### src/rtl/fp8_dot_accum_if.sv
// Stream bundle for the FP8 dot-product accumulator: product beats in,
// one FP8 result (plus raw accumulator and clamp flag) out per vector.
interface fp8_dot_accum_if #(
  parameter int ACC_W = 24
);
  logic             in_valid;
  logic             in_ready;
  logic [7:0]       in_data;
  logic             in_last;
  logic             out_valid;
  logic             out_ready;
  logic [7:0]       out_data;
  logic [ACC_W-1:0] out_acc;
  logic             out_sat;

  // Upstream multiplier stage / downstream consumer side.
  modport master (
    output in_valid, in_data, in_last, out_ready,
    input  in_ready, out_valid, out_data, out_acc, out_sat
  );

  // Accumulator side.
  modport slave (
    input  in_valid, in_data, in_last, out_ready,
    output in_ready, out_valid, out_data, out_acc, out_sat
  );
endinterface

### src/rtl/fp8_dot_accum.sv
// Streaming FP8 E4M3 accumulator: sums products exactly in a signed
// fixed-point register (units of 2^-9) and emits one truncated, saturated
// FP8 result per vector over a valid/ready handshake.
module fp8_dot_accum #(
  parameter int MAX_LEN = 16,
  parameter int ACC_W   = 24
) (
  input logic           clk,
  input logic           rst_n,
  fp8_dot_accum_if.slave bus
);
  localparam int CNT_W = $clog2(MAX_LEN + 1);
  localparam int PW    = $clog2(ACC_W);

  localparam logic [1:0] ACCUM = 2'd0;
  localparam logic [1:0] NORM  = 2'd1;
  localparam logic [1:0] HOLD  = 2'd2;

  localparam logic [CNT_W-1:0] LAST_CNT = CNT_W'(MAX_LEN - 1);
  localparam logic [ACC_W-1:0] ACC_MAX  = {1'b0, {(ACC_W-1){1'b1}}};
  localparam logic [ACC_W-1:0] ACC_MIN  = {1'b1, {(ACC_W-2){1'b0}}, 1'b1};

  logic [1:0]       state;
  logic [ACC_W-1:0] acc;
  logic [CNT_W-1:0] cnt;
  logic             sat;
  logic [7:0]       out_data_r;
  logic [ACC_W-1:0] out_acc_r;
  logic             out_sat_r;

  logic [3:0]       in_exp;
  logic [2:0]       in_mant;
  logic [17:0]      mag;
  logic [ACC_W-1:0] mag_ext;
  logic [ACC_W-1:0] val;
  logic [ACC_W:0]   sum;
  logic             ovf_pos;
  logic             ovf_neg;
  logic [ACC_W-1:0] next_acc;

  logic [ACC_W-1:0] abs_acc;
  logic [PW-1:0]    lead;
  logic [7:0]       enc_data;
  logic             enc_clamp;

  assign in_exp  = bus.in_data[6:3];
  assign in_mant = bus.in_data[2:0];

  // Decode the incoming FP8 product into a signed fixed-point value.
  always_comb begin
    // NOTE: every variable gets a default first so no path leaves it unassigned (no latch).
    mag = '0;
    if (in_exp == 4'd0) mag = {15'd0, in_mant};
    else                mag = {14'd0, 1'b1, in_mant} << (in_exp - 4'd1);
    mag_ext = ACC_W'(mag);
    val     = bus.in_data[7] ? (~mag_ext + 1'b1) : mag_ext;
  end

  // One-bit-wider add detects leaving the signed range; clamp symmetrically.
  always_comb begin
    sum      = {acc[ACC_W-1], acc} + {val[ACC_W-1], val};
    ovf_pos  = !sum[ACC_W] &&  sum[ACC_W-1];
    ovf_neg  =  sum[ACC_W] && !sum[ACC_W-1];
    next_acc = sum[ACC_W-1:0];
    if (ovf_pos)      next_acc = ACC_MAX;
    else if (ovf_neg) next_acc = ACC_MIN;
  end

  // Encode |acc| to FP8 by leading-one position, truncating the mantissa.
  always_comb begin
    abs_acc   = acc[ACC_W-1] ? (~acc + 1'b1) : acc;
    lead      = '0;
    enc_data  = 8'h00;
    enc_clamp = 1'b0;
    for (int i = 0; i < ACC_W; i++) begin
      if (abs_acc[i]) lead = PW'(i);
    end
    if (abs_acc == '0) begin
      enc_data = 8'h00;
    end else if (lead >= PW'(18)) begin
      enc_data  = {acc[ACC_W-1], 7'h7F};
      enc_clamp = 1'b1;
    end else if (lead <= PW'(2)) begin
      enc_data = {acc[ACC_W-1], 4'd0, abs_acc[2:0]};
    end else begin
      enc_data = {acc[ACC_W-1], 4'(lead - PW'(2)), 3'(abs_acc >> (lead - PW'(3)))};
    end
  end

  // Control FSM, accumulator and registered result.
  always_ff @(posedge clk) begin
    // NOTE: sequential state uses non-blocking assignments so all registers update together.
    if (!rst_n) begin
      state      <= ACCUM;
      acc        <= '0;
      cnt        <= '0;
      sat        <= 1'b0;
      out_data_r <= 8'h00;
      out_acc_r  <= '0;
      out_sat_r  <= 1'b0;
    end else begin
      case (state)
        ACCUM: begin
          if (bus.in_valid) begin
            acc <= next_acc;
            sat <= sat | ovf_pos | ovf_neg;
            cnt <= cnt + CNT_W'(1);
            if (bus.in_last || (cnt == LAST_CNT)) state <= NORM;
          end
        end
        NORM: begin
          out_data_r <= enc_data;
          out_acc_r  <= acc;
          out_sat_r  <= sat | enc_clamp;
          state      <= HOLD;
        end
        HOLD: begin
          if (bus.out_ready) begin
            acc   <= '0;
            cnt   <= '0;
            sat   <= 1'b0;
            state <= ACCUM;
          end
        end
        default: state <= ACCUM;
      endcase
    end
  end

  assign bus.in_ready  = (state == ACCUM);
  assign bus.out_valid = (state == HOLD);
  assign bus.out_data  = out_data_r;
  assign bus.out_acc   = out_acc_r;
  assign bus.out_sat   = out_sat_r;
endmodule

### src/flat_wrapper.sv
// flat-port wrapper written by rule: the top's interface ports become plain ports
module fp8_dot_accum_flat 
#(
  parameter int MAX_LEN = 16,
  parameter int ACC_W   = 24
)
  (clk, rst_n, bus_in_valid, bus_in_data, bus_in_last, bus_out_ready, bus_in_ready, bus_out_valid, bus_out_data, bus_out_acc, bus_out_sat);
  fp8_dot_accum_if #(.ACC_W(ACC_W)) bus_i ();
  input logic clk;
  input logic rst_n;
  input wire logic [$bits(bus_i.in_valid)-1:0] bus_in_valid;
  input wire logic [$bits(bus_i.in_data)-1:0] bus_in_data;
  input wire logic [$bits(bus_i.in_last)-1:0] bus_in_last;
  input wire logic [$bits(bus_i.out_ready)-1:0] bus_out_ready;
  output wire logic [$bits(bus_i.in_ready)-1:0] bus_in_ready;
  output wire logic [$bits(bus_i.out_valid)-1:0] bus_out_valid;
  output wire logic [$bits(bus_i.out_data)-1:0] bus_out_data;
  output wire logic [$bits(bus_i.out_acc)-1:0] bus_out_acc;
  output wire logic [$bits(bus_i.out_sat)-1:0] bus_out_sat;
  assign bus_i.in_valid = bus_in_valid;
  assign bus_i.in_data = bus_in_data;
  assign bus_i.in_last = bus_in_last;
  assign bus_i.out_ready = bus_out_ready;
  assign bus_in_ready = bus_i.in_ready;
  assign bus_out_valid = bus_i.out_valid;
  assign bus_out_data = bus_i.out_data;
  assign bus_out_acc = bus_i.out_acc;
  assign bus_out_sat = bus_i.out_sat;
  fp8_dot_accum #(.MAX_LEN(MAX_LEN), .ACC_W(ACC_W)) u_core (.clk(clk), .rst_n(rst_n), .bus(bus_i));
endmodule
### config.mk
export PLATFORM = sky130hd
export DESIGN_NAME = fp8_dot_accum_flat
export DESIGN_NICKNAME = d
export VERILOG_FILES = /design/src/rtl/fp8_dot_accum_if.sv /design/src/rtl/fp8_dot_accum.sv /design/src/flat_wrapper.sv
export SDC_FILE = /design/constraint.sdc
export NUM_CORES = 1
export LEC_CHECK = 0
export CAP_MARGIN = 30
export CORE_ASPECT_RATIO = 2
export CORE_UTILIZATION = 37
export CTS_CLUSTER_DIAMETER = 100
export CTS_CLUSTER_SIZE = 16
export DETAILED_ROUTE_END_ITERATION = 7
export DONT_BUFFER_PORTS = 1
export GPL_TIMING_DRIVEN = 0
export MAX_ROUTING_LAYER = met4
export SETUP_SLACK_MARGIN = 0.2
export SLEW_MARGIN = 20
export SYNTH_ARGS = -nofsm -noshare
export SYNTH_HDL_FRONTEND = slang
export SYNTH_SLANG_ARGS = --single-unit
export TNS_END_PERCENT = 100
### constraint.sdc
create_clock -name clk -period 7.21 [get_ports clk]
set_input_delay 1.442 -clock clk [delete_from_list [all_inputs] [get_ports clk]]
set_output_delay 1.442 -clock clk [all_outputs]
set_load 0.05 [all_outputs]
==> flow_summary_export.csv, run 1 <==
group,metric,value,unit
cells_and_area,final_cell_mix,"nand2_1, a21oi_1, dfxtp_1, o21ai_0, nor2_1",
status,status,"complete, no violations",
cells_and_area,nNetsFinal,1043,
synth,synthTopCellsByArea,"dfxtp_1, nand2_1, ha_1, a21oi_1, o21ai_0",
floorplanning,start_util,37.7,%
route,antenna_violating_nets_post_route,0,
floorplanning,die_area,19700,um^2
floorplanning,floorplan.die.height,198,um
route,drt_pass1_iterations,5,
timing,post-route-period-util,92.9,%
timing,rsz_0062_raised_after_global_routing,"true",
critical_path,critical_path.max_fanout,10,
critical_path,crit_path_frequent_cell,"buf_2",
global_routing,global_route.usage.total,26.5,%
clock_tree,clock_path_buffers,2,
critical_path,reg2reg_from,"u_core.acc[0]",
timing,timing.final.hold_violations,0,
critical_path,startpoint_type,"primary input",
floorplanning,core-area,18700,um^2
route,top_signal_layer_used,"met4",
placement,detailed_place.area,7390,um^2
clock_tree,worst_setup_hold_path_clk_slew,0.06,ns
placement,port_buffers,0,
timing,max_slew_margin,33.9,%
synth,synthArstFlopShare,0,%
floorplanning,dieWidth,99.8,um
synth,yosys.area.top_type,"dfxtp_1",
critical_path,type_of_the_worst_setup_path,"primary input to flip-flop",
critical_path,timing.critical_path.arrival,6.94,ns
synth,mappedNetlistArea,7070,um^2
clock_tree,cts.htree.levels,3,
clock_tree,cell_at_the_root_of_the_clock_tree,"clkbuf_16",
timing,least_margin_pin_slew,0.989,ns
route,vias_per_cell,6.00,
synth,synth_enable_flop_cells,0,
synth,seq_area_frac_synth,18.4,%
hold_path,timing.hold.worst_endpoint,"u_core.cnt[4]",
cells_and_area,diodes,0,
route,wl_final,25000,um
placement,gp_congestion,0.934,
route,initialDrtViolationCount,295,
route,wl_met1,8260,um
timing,hold_slack,0.485,ns
cells_and_area,design_area,7830,um^2
hold_path,hold_path_depth,2,
synth,ys_warn_count,0,
critical_path,rr_endpoint,"u_core.bus.out_data[1]",
route,wl_met3,946,um
cells_and_area,drive_gt1_share,10.2,%
floorplanning,rows,71,
synth,synth_cell_type_count,94,
global_routing,grt_antenna_before_repair,0,
synth,synth-seq-cells,65,
clock_tree,cts_buffers,9,
global_routing,grt_first_pass_wirelength,38800,um
route,wl_per_cell,19.9,um
power_and_ir_drop,max-vdd-ir-drop,0.172,mV
floorplanning,boundary_pins,48,
timing,max_freq,0.149,GHz
power_and_ir_drop,power_density,489,nW/um^2
critical_path,critical-path-max-stage-delay,0.38,ns
critical_path,ff2ff_setup_slack,0.69,ns
global_routing,grt_start_max_net_pins,14,
hold_path,hold_class,"flip-flop to flip-flop",
synth,synthesis.nets,1028,
critical_path,r2r_cells,23,
timing,final_period_minus_worst_setup_slack,6.70,ns
hold_path,hp-start,"u_core.cnt[4]",
timing,final.setup_skew,0.0141,ns
synth,yosys.area.top_type_share,18.4,%
flow_run,cap_violations,0,
critical_path,endpoint_kind,"flip-flop",
placement,dp_hpwl,19900,um
synth,postSynthAreaPerCell,7.22,um^2
clock_tree,clk-insertion-delay-late,0.37,ns
critical_path,cp_slowest_cell,"or3_1",
route,route.met2.wl,13900,um
global_routing,grt-ovfl-total,0,
critical_path,timing.critical_path.required,7.45,ns
clock_tree,clock-sinks,65,
synth,synth_cells,980,
global_routing,via_count_of_the_first_global_routing_pass,7602,
route,route.detailed.drc,0,
route,route.vias.total,7529,
timing,finalMaxSlewViolations,0,
cells_and_area,synthToLayoutAreaGrowth,10.6,%
timing,final_setup_violating_endpoints,0,
power_and_ir_drop,p_leak,2.96,nW
timing,fin_tns_setup,0,ns
clock_tree,cts_tree,"yes",
cells_and_area,layout.cells.most_common,"nand2_1",
synth,dominantRegCellSynth,"dfxtp_1",
==> what timing repair did <==
item,CTS,global route
gates resized for setup,18,23
setup buffers,0,3
endpoints found under the setup margin,24,25
pin swaps,0,3
hold buffers,0,0
gates cloned,0,0
==> cell usage after synthesis, types with 9 or more instances <==
cell	number
xnor2_1	32
a21o_1	12
nand2b_1	14
mux2i_1	14
a22oi_1	9
o21ai_0	62
a31oi_1	10
o22ai_1	9
o31ai_1	13
or2_2	9
clkbuf_1	57
or3_1	10
a21oi_1	74
nor4_1	9
nor3_1	31
nor2b_1	12
nand2_1	144
dfxtp_1	65
nor2_1	58
xor2_1	24
inv_1	32
ha_1	34
nand3_1	20
o21a_1	36
==> stage by stage <==
step,worst slack [ns],power (W),instances,util [%]
6_report,0.512,0.00383,1255,41.7
5_1_grt,0.153,0.00410,1255,41.7
4_1_cts,0.227,0.00377,1251,41.3
3_5_place_dp,-1.13,0.00330,1235,39.4
3_3_place_gp,-1.10,0.00328,1235,39.4
2_1_floorplan,0.326,0.00264,980,-
==> metal layers <==
| metal | vias to the layer above | GRT usage (%) |
|---|---|---|
| met5 | - | - |
| met4 | 0 | 20.2 |
| met3 | 111 | 3.29 |
| met2 | 223 | 50.5 |
| met1 | 3572 | 22.8 |
| li1 | 3623 | - |
==> power breakdown <==
part           switching [W]  leakage (nW)  internal (W)
combinational        0.00171          2.28       0.00109
clock               0.000184         0.146      0.000270
sequential          0.000140         0.531      0.000428
==> layout make-up <==
type | instances | area (um^2)
timing repair buffer | 4 | 26.3
fill | 2001 | 10900
tap | 255 | 319
clock inverter | 7 | 77.6
buffer | 75 | 327
inverter | 33 | 124
clock buffer | 9 | 225
sequential | 65 | 1300
multi-input combinational | 807 | 5430
==> logic make-up (layout without fill, tap and decap cells) <==
kind of cell / count (synthesis) / in the layout / synth area share [%]
buffers and inverters: 108 / 128 / 6.14
DFF: 65 / 65 / 18.4
xor gates and xnor gates: 57 / 57 / 7.16
adders and majority gates: 36 / 36 / 6.44
AOI/OAI and AO/OA: 321 / 321 / 31.0
muxes: 26 / 26 / 4.53
and+or+nand+nor: 367 / 367 / 26.3
==> registers in the layout (all words and copies together), names as in the netlist <==
register / count
u_core.state: 2
u_core.cnt: 5
u_core.bus.out_acc: 24
u_core.bus.out_data: 8
u_core.bus.out_sat: 1
u_core.acc: 24
u_core.sat: 1
==> how the worst max path moves through the flow <==
| stage | depth (start not counted) | startpoint | end |
|---|---|---|---|
| 6_report | 29 | bus_in_data[3] | u_core.acc[21] |
| 5_1_grt | 28 | bus_in_data[3] | u_core.acc[22] |
| 4_1_cts | 28 | bus_in_data[3] | u_core.acc[19] |
| 3_5_place_dp | 27 | bus_in_data[3] | u_core.acc[19] |
| 3_3_place_gp | 27 | bus_in_data[3] | u_core.acc[19] |
| 2_1_floorplan | 27 | bus_in_data[3] | u_core.acc[22] |
==> worst max-delay path: cells and delay by family <==
kind / cells / cell delay [ns]
adder cells (fa/ha/maj): 2 / 0.61
buffers and inverters: 7 / 1.13
AND/OR/NAND/NOR: 5 / 1.08
multiplexers: 1 / 0.09
AO/OA/AOI/OAI: 14 / 2.57
Note: power is estimated with default switching activity, not from simulation.
==> run 2, diff against run 1 <==
--- a/config.mk
+++ b/config.mk
@@ -11,7 +11,6 @@
 export CTS_CLUSTER_DIAMETER = 100
 export CTS_CLUSTER_SIZE = 16
 export DETAILED_ROUTE_END_ITERATION = 7
-export DONT_BUFFER_PORTS = 1
 export GPL_TIMING_DRIVEN = 0
 export MAX_ROUTING_LAYER = met4
 export SETUP_SLACK_MARGIN = 0.2
==> flow_summary_export.csv, run 2 (synthesized netlist as in run 1, its figures left out) <==
group,metric,value,unit
critical_path,startpoint_type,"primary input",
power_and_ir_drop,p_leak,3.14,nW
flow_run,cap_violations,0,
route,antenna_violating_nets_post_route,0,
route,route.detailed.drc,0,
critical_path,timing.critical_path.required,7.51,ns
cells_and_area,synthToLayoutAreaGrowth,17.9,%
global_routing,global_route.usage.total,27.0,%
placement,dp_hpwl,20300,um
cells_and_area,fillCellCount,1974,
clock_tree,clk-insertion-delay-late,0.36,ns
timing,least_margin_pin_slew,0.847,ns
hold_path,hold_class,"flip-flop to flip-flop",
power_and_ir_drop,clkPwrFrac,12.8,%
critical_path,type_of_the_worst_setup_path,"primary input to flip-flop",
power_and_ir_drop,net_switching_component_of_the_power,0.00205,W
power_and_ir_drop,report.power.total,0.00392,W
cells_and_area,final_cell_mix,"nand2_1, a21oi_1, dfxtp_1, o21ai_0, nor2_1",
clock_tree,clock_path_buffers,2,
clock_tree,postCtsHoldBufs,0,
route,vias_per_cell,5.86,
timing,finalMaxSlewViolations,0,
cells_and_area,final_cell_count_no_fill,1300,
cells_and_area,layout.cells.most_common,"nand2_1",
power_and_ir_drop,power_switching_share,52.3,%
critical_path,timing.critical_path.arrival,7.09,ns
timing,final_setup_violating_endpoints,0,
route,wl_final,25300,um
power_and_ir_drop,power_density,470,nW/um^2
cells_and_area,drive_gt1_share,10.4,%
timing,rsz_0062_raised_after_global_routing,"false",
timing,max_slew_margin,43.1,%
cells_and_area,diodes,0,
critical_path,critical_path.max_fanout,10,
global_routing,grt_antenna_before_repair,0,
timing,timing.final.hold_violations,0,
clock_tree,cts_tree,"yes",
floorplanning,dieWidth,99.8,um
placement,gp_congestion,0.943,
timing,post-route-period-util,94.2,%
floorplanning,core-area,18700,um^2
route,initialDrtViolationCount,380,
placement,dp_worst_setup_slack,-1.43,ns
floorplanning,boundary_pins,48,
clock_tree,cell_at_the_root_of_the_clock_tree,"clkbuf_16",
global_routing,grt_start_max_net_pins,13,
timing,final.setup_skew,0.0150,ns
timing,postLayoutSetupSlackWorst,0.419,ns
global_routing,grt_first_pass_wirelength,39600,um
route,route.vias.total,7624,
cells_and_area,nNetsFinal,1088,
global_routing,grt-ovfl-total,0,
timing,max_freq,0.147,GHz
floorplanning,floorplan.die.height,198,um
critical_path,ff2ff_setup_slack,0.59,ns
timing,final_period_minus_worst_setup_slack,6.79,ns
timing,hold_slack,0.453,ns
cells_and_area,combined_flip_flop_and_latch_cell_area,1300,um^2
global_routing,via_count_of_the_first_global_routing_pass,7628,
clock_tree,cts.htree.levels,3,
floorplanning,die_area,19700,um^2
placement,port_buffers,45,
placement,placed_cells,1280,
clock_tree,clock-sinks,65,
clock_tree,worst_setup_hold_path_clk_slew,0.06,ns
status,status,"complete, no violations",
power_and_ir_drop,combinationalPowerShare,74.4,%
route,wl_met3,670,um
route,wl_per_cell,19.5,um
route,top_signal_layer_used,"met4",
floorplanning,start_util,37.7,%
power_and_ir_drop,cell_internal_pwr,0.00187,W
cells_and_area,multiInputGateArea,5440,um^2
route,drt_pass1_iterations,5,
route,route.met2.wl,14400,um
power_and_ir_drop,power.share.sequential,12.8,%
clock_tree,cts_buffers,9,
critical_path,endpoint_kind,"flip-flop",
power_and_ir_drop,max-vdd-ir-drop,0.211,mV
route,wl_met1,8440,um
floorplanning,rows,71,
==> run 2: cell count changes in the layout (fill, tap and decap cells not counted), sizes merged <==
cell,before,now
bufinv,1,2
buf,26,24
clkinv,4,3
inv,34,33
clkbuf,62,66
clkdlybuf4s50,0,44
==> run 2: layer usage <==
layer / track usage [%] / vias to the layer above
li1: - / 3714
met1: 23.5 / 3590
met2: 52.2 / 225
met3: 2.12 / 95
met4: 19.9 / 0
met5: - / -
==> run 2: power groups by stage <==
stage	clock network [W]	logic, W	registers, W
after floorplan	0	0.00210	0.000541
after global placement	0	0.00281	0.000511
after detailed placement	0	0.00283	0.000511
after CTS	0.000504	0.00286	0.000503
after global routing	0.000518	0.00315	0.000513
final	0.000501	0.00292	0.000504
==> run 2: stage by stage <==
step	setup TNS, ns	utilization [%]	instance area, um^2
after CTS	0	44.0	8250
after global routing	0	44.5	8340
final	0	44.5	8340
after floorplan	0	-	7070
after global placement	-30.25	41.8	7840
after detailed placement	-31.12	41.8	7840
==> run 2: path summary, 6_finish.rpt <==
| kind | startpoint | to | depth (start not counted) |
|---|---|---|---|
| worst max register to register | u_core.acc[0] | u_core.bus.out_data[2] | 24 |
| worst min-delay path | u_core.bus.out_acc[7] | u_core.bus.out_acc[7] | 2 |
| worst max-delay path | bus_in_data[3] | u_core.acc[17] | 26 |
| worst min register to register | u_core.bus.out_acc[7] | u_core.bus.out_acc[7] | 2 |
==> run 2: cell type report <==
type,instances,area share [%]
inverters,33,1.49
multi-input cells,807,65.2
flip-flops and latches,65,15.6
repair buffers,49,5.70
clock inverters,6,1.08
plain buffers,75,4.20
well taps,255,3.83
clock buffers,10,2.87
==> run 2: critical path: stages <==
cell	delay, ns
clkbuf_4	0.17
inv_1	0.09
ha_1	0.31
clkbuf_4	0.22
nor2b_2	0.30
nand2_1	0.11
a21oi_1	0.17
nand2_1	0.08
o21ai_1	0.18
inv_1	0.08
ha_1	0.27
mux2_2	0.29
ha_1	0.28
a21o_1	0.22
a21oi_1	0.23
o21ai_0	0.15
a31o_2	0.30
a2111oi_4	0.44
nor3_2	0.13
nor2_1	0.22
o211a_1	0.25
and4b_1	0.22
a211o_1	0.30
buf_4	0.20
o31ai_1	0.29
o21a_1	0.14
==> run 2: timing repair <==
action	CTS	global route
resized for setup	27	30
setup endpoints to repair	25	25
pin swaps	2	5
setup buffers	1	3
==> run 3, diff against run 2 <==
==> constraint.sdc (replaced) <==
create_clock -name clk -period 8.7 [get_ports clk]
set_input_delay 1.74 -clock clk [delete_from_list [all_inputs] [get_ports clk]]
set_output_delay 1.74 -clock clk [all_outputs]
set_load 0.05 [all_outputs]
==> flow_summary_export.csv, run 3 (synthesized netlist as in run 1, its figures left out) <==
group,metric,value,unit
status,status,"complete, no violations",
clock_tree,post_cts.repair.setup_buffers,0,
timing,postLayoutSetupSlackWorst,0.759,ns
placement,port_buffers,45,
placement,dp_worst_setup_slack,-0.236,ns
floorplanning,boundary_pins,48,
timing,least_margin_pin_slew,0.853,ns
cells_and_area,design_area,8210,um^2
timing,fin_tns_setup,0,ns
critical_path,worstSetupPathDepth,28,
timing,post-route-period-util,91.3,%
hold_path,hold_path_depth,2,
timing,rsz_0062_raised_after_global_routing,"false",
hold_path,hold_class,"flip-flop to flip-flop",
critical_path,type_of_the_worst_setup_path,"primary input to flip-flop",
clock_tree,clock_path_buffers,2,
critical_path,critical-path-max-stage-delay,0.57,ns
placement,gp_congestion,0.943,
cells_and_area,synthToLayoutAreaGrowth,16.0,%
clock_tree,cts.htree.levels,3,
power_and_ir_drop,power_density,392,nW/um^2
route,drt_pass1_iterations,5,
route,wl_final,25100,um
hold_path,hp-start,"u_core.bus.out_acc[7]",
floorplanning,core-area,18700,um^2
global_routing,via_count_of_the_first_global_routing_pass,7587,
clock_tree,cts_buffers,9,
critical_path,total_buffers_and_inverters_traversed_by_the_critical_path,6,
clock_tree,clk-insertion-delay-late,0.36,ns
route,antenna_violating_nets_post_route,0,
power_and_ir_drop,max-vdd-ir-drop,0.174,mV
floorplanning,start_util,37.7,%
critical_path,r2r_cells,24,
clock_tree,cts_tree,"yes",
global_routing,global_route.usage.total,26.9,%
cells_and_area,fillCellCount,1987,
global_routing,grt_first_pass_wirelength,39400,um
cells_and_area,drive_gt1_share,8.36,%
critical_path,reg2reg_from,"u_core.acc[0]",
timing,max_slew_margin,42.7,%
critical_path,startpoint_type,"primary input",
critical_path,timing.critical_path.arrival,8.24,ns
placement,dp_hpwl,20300,um
route,route.vias.total,7584,
timing,final_setup_violating_endpoints,0,
cells_and_area,layout.cells.most_common,"nand2_1",
critical_path,rr_endpoint,"u_core.bus.out_data[2]",
power_and_ir_drop,p_leak,3.09,nW
timing,hold_slack,0.453,ns
power_and_ir_drop,report.power.total,0.00322,W
floorplanning,rows,71,
timing,final.setup_skew,0.0124,ns
placement,detailed_place.area,7840,um^2
critical_path,timing.critical_path.required,9.00,ns
route,initialDrtViolationCount,349,
flow_run,cap_violations,0,
route,wl_per_cell,19.4,um
critical_path,cp_slowest_cell,"clkdlybuf4s50_1",
route,route.detailed.drc,0,
critical_path,ff2ff_setup_slack,2.07,ns
floorplanning,floorplan.die.height,198,um
global_routing,grt_start_max_net_pins,13,
timing,timing.final.hold_violations,0,
cells_and_area,final_cell_mix,"nand2_1, a21oi_1, dfxtp_1, o21ai_0, nor2_1",
clock_tree,clock-sinks,65,
critical_path,cp_top_family,"compound AO/OA/AOI/OAI gates",
timing,finalMaxSlewViolations,0,
cells_and_area,nNetsFinal,1084,
route,vias_per_cell,5.85,
floorplanning,dieWidth,99.8,um
global_routing,grt_antenna_before_repair,0,
critical_path,critical_path.max_fanout,10,
timing,max_freq,0.126,GHz
hold_path,timing.hold.worst_endpoint,"u_core.bus.out_acc[7]",
critical_path,endpoint_kind,"flip-flop",
floorplanning,die_area,19700,um^2
cells_and_area,diodes,0,
timing,final_period_minus_worst_setup_slack,7.94,ns
clock_tree,worst_setup_hold_path_clk_slew,0.06,ns
global_routing,grt-ovfl-total,0,
clock_tree,cell_at_the_root_of_the_clock_tree,"clkbuf_16",
## run 3: worst max path at each step
stage | start | endpoint
4_1_cts | bus_in_data[4] | u_core.acc[3]
3_3_place_gp | bus_in_data[4] | u_core.acc[3]
2_1_floorplan | bus_in_data[3] | u_core.acc[22]
6_report | bus_in_data[4] | u_core.acc[17]
5_1_grt | bus_in_data[4] | u_core.acc[21]
3_5_place_dp | bus_in_data[4] | u_core.acc[3]
## run 3: layout make-up
class	count	area, um^2	share of cell area, %
Clock buffer	10	239	2.91
Clock inverter	6	90.1	1.10
Buffer	75	320	3.90
Inverter	33	124	1.51
Timing Repair Buffer	45	450	5.49
Multi-Input combinational cell	807	5370	65.4
Tap cell	255	319	3.89
Sequential cell	65	1300	15.9
## run 3: where the power goes
part	leakage (nW)	internal, W	switching [W]
registers	0.531	0.000355	0.0000631
logic	2.40	0.000919	0.00147
clock network	0.159	0.000260	0.000155
total	3.09	0.00153	0.00169
## run 3: worst min-delay path: cells and delay by family (launching register included)
kind             cells  cell delay (ns)
flip-flops           1             0.30
AO/OA/AOI/OAI        1             0.05
AND/OR/NAND/NOR      1             0.05
## run 3: timing repair
action                     in CTS  in global routing
gates resized for setup         2                 19
hold buffers                    0                  0
setup endpoints to repair      17                 21
## run 3: metal layers
| metal | wire (um) | track usage [%] |
|---|---|---|
| met5 | 0 | - |
| met4 | 1740 | 19.8 |
| met3 | 559 | 2.12 |
| met2 | 14400 | 52.2 |
| met1 | 8430 | 23.3 |
## run 3: through the flow
step,util [%],instances
final,43.8,1296
after global routing,43.8,1296
after CTS,43.6,1296
after detailed placement,41.8,1280
after global placement,41.8,1280
after floorplan,-,980
